--- src/rtl/multicycle_control_fsm.sv ---
// Control sequencer for the multi-cycle datapath: one step per clock,
// with a bounded memory handshake and a sticky fault trap.
module multicycle_control_fsm #(
    parameter int MEM_TIMEOUT = 15
) (
    input  logic       clk,
    input  logic       rst_n,
    input  logic [5:0] Op,
    input  logic       MemReady,
    output logic       MemReq,
    output logic       IorD,
    output logic       MemWrite,
    output logic       IRWrite,
    output logic       PCWrite,
    output logic       Branch,
    output logic [1:0] PCSrc,
    output logic       ALUSrcA,
    output logic [1:0] ALUSrcB,
    output logic [1:0] ALUOp,
    output logic       RegDst,
    output logic       MemtoReg,
    output logic       RegWrite,
    output logic [3:0] State,
    output logic       Fault,
    output logic [1:0] FaultCode
);

    typedef enum logic [3:0] {
        IDLE   = 4'd0,
        FETCH  = 4'd1,
        DECODE = 4'd2,
        MEMADR = 4'd3,
        MEMRD  = 4'd4,
        MEMWB  = 4'd5,
        MEMWR  = 4'd6,
        RTEX   = 4'd7,
        ALUWB  = 4'd8,
        BEQEX  = 4'd9,
        ADDIEX = 4'd10,
        ADDIWB = 4'd11,
        JEX    = 4'd12,
        FAULT  = 4'd13
    } state_t;

    localparam logic [5:0] OP_R    = 6'b000000;
    localparam logic [5:0] OP_LW   = 6'b100011;
    localparam logic [5:0] OP_SW   = 6'b101011;
    localparam logic [5:0] OP_BEQ  = 6'b000100;
    localparam logic [5:0] OP_ADDI = 6'b001000;
    localparam logic [5:0] OP_J    = 6'b000010;

    localparam logic [1:0] FC_ILL = 2'b01;
    localparam logic [1:0] FC_TMO = 2'b10;

    localparam bit         TO_EN = (MEM_TIMEOUT != 0);
    localparam logic [7:0] LIM   = 8'((MEM_TIMEOUT == 0) ? 0 : MEM_TIMEOUT - 1);

    state_t     state;
    state_t     state_nx;
    logic [7:0] wcnt;
    logic [1:0] fcode;
    logic [1:0] fcode_nx;
    logic       memst;
    logic       timeout;

    assign memst   = (state == FETCH) || (state == MEMRD) || (state == MEMWR);
    // A ready on the boundary cycle takes priority over the timeout.
    assign timeout = TO_EN && memst && !MemReady && (wcnt == LIM);

    always_ff @(posedge clk) begin
        if (!rst_n) begin
            state <= IDLE;
            wcnt  <= 8'd0;
            fcode <= 2'b00;
        end else begin
            state <= state_nx;
            fcode <= fcode_nx;
            if (state_nx != state)
                wcnt <= 8'd0;
            else if (memst && !MemReady && wcnt != 8'hff)
                wcnt <= wcnt + 8'd1;
        end
    end

    always_comb begin
        state_nx = state;
        fcode_nx = fcode;
        MemReq   = 1'b0;
        IorD     = 1'b0;
        MemWrite = 1'b0;
        IRWrite  = 1'b0;
        PCWrite  = 1'b0;
        Branch   = 1'b0;
        PCSrc    = 2'b00;
        ALUSrcA  = 1'b0;
        ALUSrcB  = 2'b00;
        ALUOp    = 2'b00;
        RegDst   = 1'b0;
        MemtoReg = 1'b0;
        RegWrite = 1'b0;

        case (state)
            IDLE: state_nx = FETCH;
            FETCH: begin
                MemReq  = 1'b1;
                ALUSrcB = 2'b01;
                IRWrite = MemReady;
                PCWrite = MemReady;
                if (MemReady) state_nx = DECODE;
            end
            DECODE: begin
                ALUSrcB = 2'b11;
                unique case (1'b1)
                    (Op == OP_R):                  state_nx = RTEX;
                    (Op == OP_LW) || (Op == OP_SW): state_nx = MEMADR;
                    (Op == OP_BEQ):                state_nx = BEQEX;
                    (Op == OP_ADDI):               state_nx = ADDIEX;
                    (Op == OP_J):                  state_nx = JEX;
                    default: begin
                        state_nx = FAULT;
                        fcode_nx = FC_ILL;
                    end
                endcase
            end
            MEMADR: begin
                ALUSrcA  = 1'b1;
                ALUSrcB  = 2'b10;
                state_nx = (Op == OP_LW) ? MEMRD : MEMWR;
            end
            MEMRD: begin
                MemReq = 1'b1;
                IorD   = 1'b1;
                if (MemReady) state_nx = MEMWB;
            end
            MEMWB: begin
                MemtoReg = 1'b1;
                RegWrite = 1'b1;
                state_nx = FETCH;
            end
            MEMWR: begin
                MemReq   = 1'b1;
                IorD     = 1'b1;
                MemWrite = 1'b1;
                if (MemReady) state_nx = FETCH;
            end
            RTEX: begin
                ALUSrcA  = 1'b1;
                ALUOp    = 2'b10;
                state_nx = ALUWB;
            end
            ALUWB: begin
                RegDst   = 1'b1;
                RegWrite = 1'b1;
                state_nx = FETCH;
            end
            BEQEX: begin
                ALUSrcA  = 1'b1;
                ALUOp    = 2'b01;
                Branch   = 1'b1;
                PCSrc    = 2'b01;
                state_nx = FETCH;
            end
            ADDIEX: begin
                ALUSrcA  = 1'b1;
                ALUSrcB  = 2'b10;
                state_nx = ADDIWB;
            end
            ADDIWB: begin
                RegWrite = 1'b1;
                state_nx = FETCH;
            end
            JEX: begin
                PCWrite  = 1'b1;
                PCSrc    = 2'b10;
                state_nx = FETCH;
            end
            FAULT: state_nx = FAULT;
            default: begin
                state_nx = FAULT;
                fcode_nx = FC_ILL;
            end
        endcase

        if (timeout) begin
            state_nx = FAULT;
            fcode_nx = FC_TMO;
        end
    end

    assign State     = state;
    assign Fault     = (state == FAULT);
    assign FaultCode = fcode;

endmodule
--- config.mk ---
export PLATFORM = sky130hd
export DESIGN_NAME = multicycle_control_fsm
export DESIGN_NICKNAME = d
export VERILOG_FILES = /design/src/rtl/multicycle_control_fsm.sv
export SDC_FILE = /design/constraint.sdc
export NUM_CORES = 1
export LEC_CHECK = 0
export BUFFER_PORTS_ARGS = -buffer_cell sky130_fd_sc_hd__buf_4
export CORE_UTILIZATION = 25
export CTS_CLUSTER_DIAMETER = 30
export DETAILED_ROUTE_END_ITERATION = 8
export GPL_ROUTABILITY_DRIVEN = 0
export GPL_TIMING_DRIVEN = 0
export SKIP_LAST_GASP = 1
export SLEW_MARGIN = 10
export SYNTH_ARGS = -nofsm -noshare
export SYNTH_HDL_FRONTEND = slang
export SYNTH_SLANG_ARGS = --single-unit
--- constraint.sdc ---
create_clock -name clk -period 2.62 [get_ports clk]
set_input_delay 0.393 -clock clk [delete_from_list [all_inputs] [get_ports clk]]
set_output_delay 0.393 -clock clk [all_outputs]
set_load 0.01 [all_outputs]
### Yosys cells after proc, flatten, opt, wreduce, memory -nomap -nowiden

Cells that the tools add are included.

| storage, ports and cells | value |
|---|---|
| register bits | 14 |
| input bits | 9 |
| output and inout port bits | 23 |
| word-level logic and storage cells | 75 |

| operators by class | value |
|---|---|
| add/subtract/negate cells | 1 |
| eq/ne operators | 24 |
| muxes and demuxes | 23 |
| bitwise operators | 2 |
| reduce and logical (&&, ||, !) cells | 21 |

Operators by type and width:

| operator | number |
|---|---|
| case mux 4 bit (8 select lines) | 1 |
| equality test 4 bit, second input constant | 6 |
| case mux 4 bit (5 select lines) | 1 |
| equality test 4 x 3 -> 1 bit, second input constant | 4 |
| 2-to-1 mux 4 bit | 4 |
| OR reduction 13 bit | 1 |
| equality test 6 bit, second input constant | 2 |
| case mux 2 bit (2 select lines) | 3 |
| 2-to-1 mux 1 bit | 9 |
| adder 8 x 1 -> 8 bit, second input constant | 1 |
| equality test 4 x 2 -> 1 bit, second input constant | 2 |
| equality test 8 x 4 -> 1 bit, second input constant | 1 |
| != test 8 bit, second input constant | 1 |
| OR reduction 2 bit | 4 |
| equality test 6 x 2 -> 1 bit, second input constant | 1 |
| equality test 6 x 3 -> 1 bit, second input constant | 1 |
| equality test 6 x 4 -> 1 bit, second input constant | 1 |
| zero test 6 bit | 1 |
| 2-to-1 mux 2 bit | 3 |
| case mux 2 bit (3 select lines) | 1 |
| OR reduction 3 bit | 2 |
| OR reduction 6 bit | 1 |
| OR reduction 5 bit | 1 |
| equality test 4 x 1 -> 1 bit, second input constant | 1 |
| 12 further kinds | 18 |

### Depth between registers and ports, before layout

Gate-level depths: netlist (run 1).

| depth | value |
|---|---|
| word-level depth | 8 |
| mapped depth | 8 |

### Least setup slack after synthesis (run 1)

OpenSTA, ideal clock, no wires.

| path | value |
|---|---|
| kind | register to register |
| start point | reg state[1] (netlist: State[1]) |
| end point | reg wcnt[0] |
| library setup time | 0.123 ns |
| data arrival time | 1.885 ns |
| required time | 2.497 ns |
| setup slack | 0.612 ns |
| cell stages (with the launch flop) | 8 |
| path buffers | 1 |
| cell sequence | dfxtp_1 -> buf_4 -> or3b_4 -> or4_4 -> a21oi_4 -> nor4_1 -> o21ai_4 -> nor2_1 |

| between the ends | value |
|---|---|
| cells in the longest elaborated chain, start to end | 8 |

RTL lines:

| element | RTL line | source |
|---|---|---|
| from (decl) | 58 | `state_t state;` |
| from (signal assigned) | 76 | `state <= state_nx;` |
| branches (longest 8 deep; another with case mux 4 bit (8 select lines)) | n/a |  |
| to (signal assigned) | 81 | `wcnt <= wcnt + 8'd1;` |
| to (decl) | 60 | `logic [7:0] wcnt;` |

Several ways; the timed one is not identified.
A chain may end at the register's enable or synchronous reset.

### Worst setup path after layout (run 1)

| path | value |
|---|---|
| start point | reg state[3] (netlist: State[3]) |
| end point | out RegWrite |

| between the ends | value |
|---|---|
| cells in the longest elaborated chain, start to end | 3 |

RTL lines:

| element | RTL line | source |
|---|---|---|
| equality test 4 bit / equality test 4 x 3 -> 1 bit (equally long branches) | 102 | `case (state)` |
| OR reduction 3 bit (no source line) * | n/a |  |
| 2-to-1 mux 1 bit * | 102 |  |
| to (decl) | 22 | `output logic RegWrite,` |

Mark *: on every way between the ends. The rest lies on a longest branch, timed or not.

==> metrics.cfg, run 1 <==
[logic_synthesis]
synth_nets = 173
yosysSeqAreaShare = 0.234
synth.area.top_cells = dfxtp_1 (23%), nor2_1 (8.5%), a21oi_1 (3.8%), nor3_1 (3.3%), nand2_1 (3.1%)
netlist_area_um2 = 1200
synth_top_area_frac = 0.234
ys_types = 53
ys_warn_count = 0
yosys.area.top_type = dfxtp_1
synth_edf_count = 0
avgSynthCellArea_um2 = 7.39
ys_ff_latch = 14
syn_inst = 162
ys.flop_type = dfxtp_1
synthArstFlopShare = 0

[sta]
grt_setup_unrepaired = false
period_minus_slack_ns = 2.36
setup_violations = 0
tns_ns = 0
drv_slew = 0
finalCritPeriodShare = 0.901
fmax_mhz = 423
relSlewSlack = 0.633
setup_ws_ns = 0.259
clock_skew_ns = 0.000895
worstMarginPinSlew_ns = 0.546
hold_violations = 0

[grt]
grt_max_degree = 11
antenna_found_initial = 0
grt_pass1_wl_um = 5300
grt_overflow = 0
grt_pass1_vias = 1149
grt_usage = 0.130

[final_layout]
finalNonFillerCells = 248
area_growth_syn_to_layout_pct = 29.2
nets = 208
drive_gt1_frac = 0.281
n_fill_cell = 481
antenna_cells = 0
design_area_um2 = 1550

[place]
place_hpwl_um = 2410
postPlaceCellArea_um2 = 1490
dp_cells = 244
dp_slack_ns = 0.242
place.port_buffers = 30

[die]
start_util = 0.268
coreArea_um2 = 4470
ios = 32
fp.dieH_um = 71.2
rows = 24
die-area_um2 = 5070
die_w_um = 71.2

[cts]
cts_tree = built
clk_pin_slew_worst_paths_ns = 0.06
cts_buffers = 3
cts_root_buffer = clkbuf_8
ctsLongestPathBuffers = 2
insertion_delay_ns = 0.24
holdBufCountCts = 0
cts_sinks = 14
htree_levels = 1

[min_path]
hold_path_class = input port to flop

[flow_run]
cap_viol_max_count = 0

[setup_path]
start_kind = flop
cp.required_ns = 2.23
path_max_fanout = 10
cp_data_arrival_time_ns = 1.97
worstSetupPathType = flop to output port
cp_top_family = buffers and inverters
slowest_stage = dfxtp_1
path_cells = clkbuf_2 > clkbuf_1 > nand2b_1 > nor2_1 > a31o_2 > buf_4
cp-end-kind = output port
path_buf_inv = 3
slowest_delay_ns = 0.42

[drt]
drt_iter0_markers = 79
drtPass1Iterations = 6
ant_nets = 0
drt_wl_total_um = 3060
drc = 5
wl_per_cell_um = 12.3
vias = 1268
via_per_inst = 5.11

[outcome]
violations = DRC
status = complete, but fails checks

[power_and_ir_drop]
internal_power_mw = 0.424
seqPwrFrac = 0.375
fin_total_pwr_mw = 0.597
p_comb_frac = 0.279
peakVddDrop_uv = 290
p_sw_frac = 0.290
p_per_area_nw_per_um2 = 386
power_switching_mw = 0.173
power_leakage_nw = 0.607
pwr-share-clk = 0.346

cells in the mapped netlist (all sizes together), types with 2 or more instances:
library cell  instances
xnor2                 4
a31o                  2
or4                   2
a21oi                10
dfxtp                14
o21ai                 4
or2                   2
nand3                 7
nor2b                 2
a211oi                6
nand2b                6
clkbuf                7
o211a                 2
nor3b                 2
nand2                10
and4                  2
and2                  2
inv                   6
o21a                  3
ha                    2
and3                  3
buf                   4
nor2                 27
nor4                  2
nor3                  8
or3b                  3
nand4                 3
worst paths after layout:
kind / startpoint / to / slack, ns / cells after the start
max: State[3]$_SDFF_PN0_ / RegWrite / 0.26 / 6
min: rst_n / State[2]$_SDFF_PN0_ / 0.38 / 2
max reg2reg: wcnt[0]$_SDFFE_PP0P_ / wcnt[3]$_SDFFE_PP0P_ / 0.35 / 8
min reg2reg: FaultCode[0]$_SDFFE_PP0P_ / FaultCode[0]$_SDFFE_PP0P_ / 0.46 / 2
metal layers:
metal	up-vias	wire length (um)	global-route usage
li1	660	-	-
met1	573	1480	0.172
met2	31	1390	0.213
met3	4	132	0.0157
met4	0	51	0.0600
met5	-	0	0
cells by family after synthesis:
logic type	count (synthesis)	synth area share
mux	1	0.00836
simple gates	84	0.381
flops	14	0.234
fa+ha+maj	2	0.0209
compound gates	39	0.258
xor+xnor	5	0.0366
buf+inv	17	0.0606
power by group through the flow:
stage / clock network, mW / registers (mW) / logic [mW]
floorplan: 0 / 0.230 / 0.103
detailed placement: 0 / 0.229 / 0.165
global route: 0.223 / 0.225 / 0.184
CTS: 0.216 / 0.224 / 0.166
finish: 0.207 / 0.224 / 0.166
global placement: 0 / 0.228 / 0.165
cell type report:
class                   count  area [um^2]  share of cell area
inverters                   6         22.5              0.0146
repair buffers             30          225               0.146
plain buffers              11         53.8              0.0348
flip-flops and latches     14          280               0.181
multi-input cells         131          845               0.546
well taps                  52         65.1              0.0421
clock buffers               4         55.1              0.0356
registers in the layout, indices dropped and copies added, names as in the netlist:
name	count
State	4
FaultCode	2
wcnt	8
layout by cell type, fill, tap and decap left out, types with 2 or more instances in the layout:
| cell type | count |
|---|---|
| a211oi_1 | 4 |
| a211oi_2 | 2 |
| a21oi_1 | 9 |
| a31o_2 | 2 |
| and2_1 | 2 |
| and3_1 | 3 |
| and4_1 | 2 |
| buf_4 | 32 |
| clkbuf_1 | 5 |
| clkbuf_2 | 3 |
| clkbuf_8 | 4 |
| dfxtp_1 | 14 |
| ha_1 | 2 |
| inv_1 | 6 |
| nand2_1 | 10 |
| nand2b_1 | 6 |
| nand3_1 | 7 |
| nand4_1 | 3 |
| nor2_1 | 27 |
| nor2b_1 | 2 |
| nor3_1 | 8 |
| o211a_1 | 2 |
| o21a_1 | 3 |
| o21ai_0 | 3 |
| or2_2 | 2 |
| or3b_2 | 2 |
| xnor2_1 | 4 |
stage by stage:
step            util  hold slack [ns]
2_1_floorplan      -            0.476
4_1_cts        0.345            0.374
3_3_place_gp   0.332            0.453
5_1_grt        0.346            0.386
6_report       0.346            0.378
3_5_place_dp   0.332            0.455
what timing repair did:
| action | in CTS | in global routing |
|---|---|---|
| setup endpoints to repair | 1 | 1 |
| setup buffers | 0 | 0 |
| gates resized for setup | 1 | 3 |
| cloned | 0 | 0 |
No activity file was read; power rests on OpenSTA's default activity.
==> inputs of run 2 (changes only) <==
--- a/config.mk
+++ b/config.mk
@@ -11,6 +11,7 @@
 export DETAILED_ROUTE_END_ITERATION = 8
 export GPL_ROUTABILITY_DRIVEN = 0
 export GPL_TIMING_DRIVEN = 0
+export PLACE_DENSITY = 0.54
 export SKIP_LAST_GASP = 1
 export SLEW_MARGIN = 10
 export SYNTH_ARGS = -nofsm -noshare
==> run 2 against run 1 <==
- the run still ends with DRC left
- non-clock buffer count did not move
- register-to-register slack barely moved
- fmax fell by 1.2%
- sequential power barely moved
- combinational power barely moved
- sequential cell count did not move
- cell area fell by 0.89%
- critical path depth did not move
- critical path type unchanged
- largest power group unchanged
==> metrics.cfg, run 2 (synthesis gave the netlist of run 1 again) <==
[outcome]
status = complete, but fails checks  ; unchanged
violations = DRC  ; unchanged

[place]
place.port_buffers = 30  ; unchanged
postPlaceCellArea_um2 = 1490  ; unchanged
place_hpwl_um = 2450  ; was 2410 um

[final_layout]
final_cell_mix = buf_4 (32), nor2_1 (27), dfxtp_1 (14)  ; unchanged
post-route-util = 0.343  ; was 0.346
largest_reg_flops = 8  ; unchanged
regArea_um2 = 280  ; unchanged
n_fill_cell = 481  ; unchanged
drive_gt1_frac = 0.277  ; was 0.281
multi_input_area_um2 = 845  ; unchanged
design_area_um2 = 1530  ; was 1550 um^2
layout_commonest_cell = buf_4  ; unchanged
area_growth_syn_to_layout_pct = 28.0  ; was 29.2%
antenna_cells = 0  ; unchanged
regMostFlops = wcnt  ; unchanged
nets = 208  ; unchanged

[cts]
cts_sinks = 14  ; unchanged
holdBufCountCts = 0  ; unchanged
insertion_delay_ns = 0.24  ; about the same
htree_levels = 1  ; unchanged
cts_root_buffer = clkbuf_8  ; unchanged
cts_tree = built  ; unchanged
cts_buffers = 3  ; unchanged
ctsLongestPathBuffers = 2  ; unchanged
clk_pin_slew_worst_paths_ns = 0.05  ; was 0.06 ns
cts_resized = 1  ; unchanged
post_cts.repair.setup_buffers = 0  ; unchanged

[flow_run]
cap_viol_max_count = 0  ; unchanged

[die]
rows = 24  ; unchanged
fp.dieH_um = 71.2  ; unchanged
ios = 32  ; unchanged
coreArea_um2 = 4470  ; unchanged
die_w_um = 71.2  ; unchanged
die-area_um2 = 5070  ; unchanged
start_util = 0.268  ; unchanged

[sta]
drv_slew = 0  ; unchanged
period_minus_slack_ns = 2.39  ; was 2.36 ns
relSlewSlack = 0.603  ; was 0.633
grt_setup_unrepaired = false  ; unchanged
fmax_mhz = 418  ; was 423 MHz
finalCritPeriodShare = 0.912  ; was 0.901
tns_ns = 0  ; unchanged
worstMarginPinSlew_ns = 0.591  ; was 0.546 ns
setup_violations = 0  ; unchanged
clock_skew_ns = 0.000655  ; was 0.000895 ns
hold_violations = 0  ; unchanged

[grt]
grt_overflow = 0  ; unchanged
grt_pass1_wl_um = 5310  ; was 5300 um
grt_pass1_vias = 1152  ; was 1149
grt_usage = 0.130  ; about the same
antenna_found_initial = 0  ; unchanged
grt_max_degree = 11  ; unchanged

[drt]
vias = 1252  ; was 1268
wl_per_cell_um = 12.7  ; was 12.3 um
ant_nets = 0  ; unchanged
drtPass1Iterations = 7  ; was 6
drc = 5  ; unchanged
via_per_inst = 5.07  ; was 5.11
drt_wl_total_um = 3150  ; was 3060 um
drt_iter0_markers = 95  ; was 79

[power_and_ir_drop]
power_leakage_nw = 0.600  ; was 0.607 nW
fin_total_pwr_mw = 0.561  ; was 0.597 mW
p_per_area_nw_per_um2 = 366  ; was 386 nW/um^2
peakVddDrop_uv = 231  ; was 290 uV

[setup_path]
start_kind = flop  ; unchanged
cp-end-kind = output port  ; unchanged
cp_data_arrival_time_ns = 2.00  ; was 1.97 ns
path_max_fanout = 10  ; unchanged
worstSetupPathType = flop to output port  ; unchanged
cp.required_ns = 2.23  ; about the same

[min_path]
hold_path_class = input port to flop  ; unchanged

==> run 2: cell types whose count changed in the layout (fill, tap and decap cells not counted), sizes merged <==
cell and delta:
clkbuf -1
==> run 2: worst paths after layout <==
path	from	end	slack [ns]	cells past startpoint
setup reg to reg	wcnt[0]$_SDFFE_PP0P_	wcnt[0]$_SDFFE_PP0P_	0.34	8
hold reg to reg	FaultCode[0]$_SDFFE_PP0P_	FaultCode[0]$_SDFFE_PP0P_	0.46	2
setup / recovery	State[3]$_SDFF_PN0_	RegWrite	0.23	6
hold / removal	rst_n	State[2]$_SDFF_PN0_	0.39	2
==> run 2: metrics by stage <==
stage	setup WS, ns	hold slack [ns]	instances
CTS	0.0972	0.385	247
finish	0.229	0.387	247
floorplan	0.612	0.476	162
global route	0.0971	0.385	247
global placement	0.222	0.452	244
detailed placement	0.242	0.450	244
==> run 2: metal layers <==
| layer | vias up | global-route usage | share of wire |
|---|---|---|---|
| li1 | 653 | - | - |
| met1 | 563 | 0.165 | 0.46 |
| met2 | 30 | 0.220 | 0.47 |
| met3 | 6 | 0.0171 | 0.046 |
| met4 | 0 | 0.0533 | 0.018 |
| met5 | - | 0 | 0 |
==> run 2: layout make-up <==
| type | instances | area share |
|---|---|---|
| timing repair buffer | 30 | 0.147 |
| tap | 52 | 0.0424 |
| inverter | 6 | 0.0147 |
| multi-input combinational | 131 | 0.551 |
| clock buffer | 3 | 0.0269 |
| buffer | 11 | 0.0351 |
| sequential | 14 | 0.183 |
==> run 2: worst max-delay path, cell delays in order, from the launching register on <==
cell and delay (ns):
dfxtp_1 0.43, clkbuf_2 0.28, clkbuf_1 0.39, nand2b_1 0.23
nor2_1 0.08, a31o_2 0.21, buf_4 0.14
==> run 2: power breakdown <==
group | leakage (nW) | internal [mW] | switching (mW)
sequential | 0.113 | 0.218 | 0.00554
combinational | 0.465 | 0.0725 | 0.0943
clock | 0.0216 | 0.101 | 0.0689
